### src/rtl/mult_div_unit.sv
// Iterative radix-2 multiply/divide engine feeding the HI and LO registers.
// Shift-add multiply and restoring divide on magnitudes, with sign fix-up before the write pulse.
module mult_div_unit #(
    parameter int WIDTH = 32
) (
    input  logic             clk,
    input  logic             rst_n,
    input  logic             start,
    input  logic [1:0]       op,
    input  logic [WIDTH-1:0] a,
    input  logic [WIDTH-1:0] b,
    input  logic             abort,
    output logic             busy,
    output logic             done,
    output logic             hiWrite,
    output logic             loWrite,
    output logic [WIDTH-1:0] hiData,
    output logic [WIDTH-1:0] loData,
    output logic             divByZero
);
    localparam int CW = $clog2(WIDTH);

    typedef enum logic [1:0] {IDLE, CALC, FIX, DONE} state_t;

    state_t             state_reg;
    logic [CW-1:0]      count_reg;
    logic               is_div_reg;
    logic               neg_res_reg;
    logic               neg_rem_reg;
    logic               b_zero_reg;
    logic               done_reg;
    logic               div_zero_reg;
    logic [WIDTH-1:0]   opnd_reg;
    logic [WIDTH-1:0]   a_raw_reg;
    logic [WIDTH-1:0]   hi_data_reg;
    logic [WIDTH-1:0]   lo_data_reg;
    logic [2*WIDTH-1:0] acc_reg;

    // op[0]=1 selects the unsigned variant; op[1]=1 selects divide
    logic             is_signed;
    logic [WIDTH-1:0] abs_a;
    logic [WIDTH-1:0] abs_b;

    assign is_signed = ~op[0];
    assign abs_a     = (is_signed && a[WIDTH-1]) ? (~a + 1'b1) : a;
    assign abs_b     = (is_signed && b[WIDTH-1]) ? (~b + 1'b1) : b;

    // Multiply: accumulator is {partial_hi, multiplier}; add into the top, shift right.
    logic [WIDTH:0]     mul_sum;
    logic [2*WIDTH-1:0] mul_next;

    assign mul_sum  = {1'b0, acc_reg[2*WIDTH-1:WIDTH]} + {1'b0, (acc_reg[0] ? opnd_reg : '0)};
    assign mul_next = {mul_sum, acc_reg[WIDTH-1:1]};

    // Divide: accumulator is {rem, quo}; the shifted remainder needs one extra bit.
    logic [WIDTH:0]     rem_sh;
    logic [WIDTH-1:0]   rem_diff;
    logic               div_fits;
    logic [2*WIDTH-1:0] div_next;

    assign rem_sh   = acc_reg[2*WIDTH-1:WIDTH-1];
    assign div_fits = (rem_sh >= {1'b0, opnd_reg});
    assign rem_diff = rem_sh[WIDTH-1:0] - opnd_reg;
    assign div_next = div_fits ? {rem_diff, acc_reg[WIDTH-2:0], 1'b1}
                               : {rem_sh[WIDTH-1:0], acc_reg[WIDTH-2:0], 1'b0};

    logic [WIDTH-1:0]   fix_hi;
    logic [WIDTH-1:0]   fix_lo;
    logic [2*WIDTH-1:0] prod_neg;

    assign prod_neg = ~acc_reg + 1'b1;

    always_comb begin
        fix_hi = acc_reg[2*WIDTH-1:WIDTH];
        fix_lo = acc_reg[WIDTH-1:0];
        if (is_div_reg) begin
            if (b_zero_reg) begin
                fix_hi = a_raw_reg;
                fix_lo = '1;
            end else begin
                if (neg_res_reg) fix_lo = ~acc_reg[WIDTH-1:0] + 1'b1;
                if (neg_rem_reg) fix_hi = ~acc_reg[2*WIDTH-1:WIDTH] + 1'b1;
            end
        end else if (neg_res_reg) begin
            fix_hi = prod_neg[2*WIDTH-1:WIDTH];
            fix_lo = prod_neg[WIDTH-1:0];
        end
    end

    always_ff @(posedge clk or negedge rst_n) begin
        if (!rst_n) begin
            state_reg    <= IDLE;
            count_reg    <= '0;
            is_div_reg   <= 1'b0;
            neg_res_reg  <= 1'b0;
            neg_rem_reg  <= 1'b0;
            b_zero_reg   <= 1'b0;
            done_reg     <= 1'b0;
            div_zero_reg <= 1'b0;
            opnd_reg     <= '0;
            a_raw_reg    <= '0;
            hi_data_reg  <= '0;
            lo_data_reg  <= '0;
            acc_reg      <= '0;
        end else begin
            case (state_reg)
                IDLE: begin
                    if (start && !abort) begin
                        is_div_reg   <= op[1];
                        neg_res_reg  <= is_signed & (a[WIDTH-1] ^ b[WIDTH-1]);
                        neg_rem_reg  <= is_signed & a[WIDTH-1];
                        b_zero_reg   <= (b == '0);
                        a_raw_reg    <= a;
                        opnd_reg     <= op[1] ? abs_b : abs_a;
                        acc_reg      <= op[1] ? {{WIDTH{1'b0}}, abs_a} : {{WIDTH{1'b0}}, abs_b};
                        count_reg    <= '0;
                        div_zero_reg <= 1'b0;
                        state_reg    <= CALC;
                    end
                end
                CALC: begin
                    if (abort) begin
                        state_reg <= IDLE;
                    end else begin
                        acc_reg   <= is_div_reg ? div_next : mul_next;
                        count_reg <= count_reg + 1'b1;
                        if (count_reg == CW'(WIDTH - 1)) state_reg <= FIX;
                    end
                end
                FIX: begin
                    if (abort) begin
                        state_reg <= IDLE;
                    end else begin
                        hi_data_reg  <= fix_hi;
                        lo_data_reg  <= fix_lo;
                        div_zero_reg <= is_div_reg & b_zero_reg;
                        done_reg     <= 1'b1;
                        state_reg    <= DONE;
                    end
                end
                DONE: begin
                    done_reg  <= 1'b0;
                    state_reg <= IDLE;
                end
                default: state_reg <= IDLE;
            endcase
        end
    end

    assign busy      = (state_reg != IDLE);
    assign done      = done_reg;
    assign hiWrite   = done_reg;
    assign loWrite   = done_reg;
    assign hiData    = hi_data_reg;
    assign loData    = lo_data_reg;
    assign divByZero = div_zero_reg;
endmodule

### config.mk
export PLATFORM = sky130hd
export DESIGN_NAME = mult_div_unit
export DESIGN_NICKNAME = d
export VERILOG_FILES = /design/src/rtl/mult_div_unit.sv
export SDC_FILE = /design/constraint.sdc
export NUM_CORES = 1
export LEC_CHECK = 0
export BUFFER_PORTS_ARGS = -buffer_cell sky130_fd_sc_hd__buf_2
export CORE_MARGIN = 2
export CORE_UTILIZATION = 50
export DETAILED_ROUTE_END_ITERATION = 8
export PLACE_DENSITY = 0.69
export REMOVE_ABC_BUFFERS = 1
export SETUP_SLACK_MARGIN = 0.3
export SLEW_MARGIN = 0
export SYNTH_ARGS = -nofsm -noshare
export SYNTH_HDL_FRONTEND = slang
export SYNTH_SLANG_ARGS = --single-unit
### constraint.sdc
create_clock -name clk -period 10.1 [get_ports clk]
set_input_delay 1.01 -clock clk [delete_from_list [all_inputs] [get_ports clk]]
set_output_delay 1.01 -clock clk [all_outputs]
set_load 0.01 [all_outputs]
==> impl_results.md <==
* Starting Density at 51.0%
* CP arrival at 4.79 ns
* H-tree levels at 1
* Via count at 16700
* Final setup TNS at 0 ns
* Critical Path RT at 10.54 ns
* # Max-Cap Violations at 0
* Pwr/cell area at 268 nW/µm²
* Core footprint at 32600 µm²
* Worst hold start: hiData[27]
* Die X at 186 µm
* RSZ-0062 raised after global routing: false
* Worst Hold End: hiData[27]
* Setup bufs post-CTS at 0
* Final hold vios at 0
* Util after Layout at 56.3%
* Maximum vdd drop at 0.000143 V
* Total grt overflow at 0
* Routed WL per cell at 21.1 µm
* Post-synthesis average cell area at 7.67 µm²
* # setup viols final at 0
* Sink Count at 205
* Synth warn at 0
* DP Wirelength at 41300 µm
* HP Class: register to register
* Share of layout cells above drive strength 1 at 10.5%
* CP startpoint: acc_reg[53]
* Fmax at 229 MHz
* Port Buffers at 138
* Hold buffers post-CTS at 0
* EDFF count, synth at 0
* Post-layout nets at 2350
* CTS tree: built
* Max Slew Vio Count at 0
* Crit end category: register
* Number of buffers on the longest clock path at 3
* CTS clock-pin slew for the worst setup and hold paths at 0.06 ns
* Final Skew at 0.0142 ns
* Total die area at 34700 µm²
* Area grow syn2layout at 10.6%
* DRC marker count from the first detailed-route iteration at 1710
* Max_slew headroom at 14.4%
* Worst-Margin Slew at 1.28 ns
* Post-route minimum period at 4.36 ns
* FFs w/ async S/R, synth at 100%
* Gp weighted congestion at 0.961
* Root buffer cell: clkbuf_16
* Later-pin clock latency in the skew report at 0.55 ns
* Post-route ant nets at 0
* Reg-to-Reg End: acc_reg[0]
* Seq/Total Area, Yosys at 30.9%
* DR DRC count at 0
* Worst Reg-to-Reg Cells at 9
* Leak at 0.00824 µW
* First-pass GRT wire length at 88500 µm
* Cell row count at 66
* Flop-to-flop setup slack at 5.74 ns
* Hold Path Stages at 2
* Initial antenna violation count at 5
* DR vias/cell at 6.24
* Outcome: complete, no violations
* Largest fanout on the critical path at 38
* Fin crit share at 43.1%
* IO Pins at 139
* Ys flop type: dfrtp_1
* Cts bufs inserted at 25
* WS Path Type: register to register
* Total wire length at 56300 µm
* Filler Cell Count at 3107
* # resized after CTS at 0
* Die span in y at 186 µm
* Number of synthesized register bits at 205
* Max reg flops at 64
* Worst r2r src: acc_reg[53]
* Drt first pass iters at 7
* Instance count of the mapped netlist at 2168
* Cell variety after synth at 70
* Pin count of the biggest net entering global routing at 97
* Post-Syn Area at 16600 µm²
* Startpoint Class: register
* Vias in the first global route at 15700
* GR Util All Layers at 31.6%
through the flow:
step / setup slack [ns] / total power [µW] / hold WS [ns] / instances / area, µm²
2_1_floorplan: 3.57 / 3140 / 0.440 / 2022 / 16100
3_3_place_gp: 5.96 / 3850 / 0.457 / 2623 / 17500
3_5_place_dp: 5.86 / 3890 / 0.462 / 2623 / 17500
4_1_cts: 5.86 / 4860 / 0.476 / 2668 / 18400
5_1_grt: 5.39 / 5240 / 0.494 / 2672 / 18400
6_report: 5.74 / 4920 / 0.470 / 2672 / 18400
worst max-delay path by stage:
stage             endpoint  depth (start not counted)
3_5_place_dp   acc_reg[60]                         12
4_1_cts        acc_reg[60]                         12
2_1_floorplan  acc_reg[31]                          4
6_report        acc_reg[0]                          9
5_1_grt        acc_reg[60]                         12
3_3_place_gp   acc_reg[60]                         12
cells by family (layout without fill, tap and decap cells):
kind of cell,count (synthesis),after routing,share of synthesized area [%]
mux,76,76,4.63
buf+inv,223,281,5.16
other cells,0,4,0
fa+ha+maj,72,72,5.51
compound gates,680,680,24.4
simple gates,719,719,19.3
xor+xnor,193,193,10.2
flops,205,205,30.9
cells in the mapped netlist (44+ instances only):
library cell | count | area share [%]
ha_1 | 70 | 5.3
clkbuf_1 | 127 | 2.9
xor2_1 | 96 | 5.1
a21oi_1 | 229 | 6.9
nor3_1 | 44 | 1.3
nand2_1 | 283 | 6.4
dfrtp_1 | 205 | 31
inv_1 | 77 | 1.7
o21ai_0 | 214 | 6.4
xnor2_1 | 97 | 5.1
nor2_1 | 228 | 5.1
mux2i_1 | 69 | 4.2
per-layer routing:
| layer | GRT usage (%) | routed length (µm) | up-vias |
|---|---|---|---|
| met4 | 12.7 | 2360 | 2 |
| met5 | 0 | 13 | - |
| met2 | 48.7 | 24700 | 814 |
| met1 | 43.8 | 24400 | 7980 |
| li1 | - | - | 7752 |
| met3 | 5.74 | 4770 | 128 |
layout make-up:
type                    count  area (µm²)  share of cell area, %
diodes                      4        10.0                 0.0545
clock buffers              30         674                   3.67
clock inverters            15         184                   1.00
inverters                  77         289                   1.57
multi-input cells        1740       10700                   58.1
flip-flops and latches    205        5140                   27.9
well taps                 442         553                   3.01
repair buffers            159         858                   4.67
report_power, final:
group / total, µW / leakage (µW) / internal, µW / switching, µW
Clock: 966 / 0.000425 / 577 / 389
Sequential: 1360 / 0.00259 / 1000 / 354
Combinational: 2600 / 0.00522 / 1030 / 1570
Total: 4920 / 0.00824 / 2610 / 2320
worst max-delay path: stages, from the launching register on:
cell and delay (ns):
dfrtp_1 0.50, ha_1 0.51, nand4_1 0.41, nor4_1 0.87
a211oi_1 0.26, a21oi_4 0.29, buf_4 0.47, or2_2 0.21
o21ai_0 0.37, o221ai_1 0.34
cells in the final DEF (no fill, tap or decap), drive strengths merged, types with 8 or more instances in the layout:
master / instances
a211oi: 21
a21o: 34
a21oi: 229
a221oi: 8
a22oi: 8
a31oi: 19
buf: 159
clkbuf: 30
clkinv: 8
dfrtp: 205
ha: 70
inv: 78
mux2i: 69
nand2: 284
nand2b: 18
nand3: 31
nand4: 14
nor2: 228
nor2b: 12
nor3: 44
nor4: 19
o211ai: 23
o21a: 10
o21ai: 221
o21bai: 9
o221ai: 9
o31ai: 28
or3: 22
or4: 21
xnor2: 97
xor2: 96
Note: power is estimated with default switching activity, not from simulation.
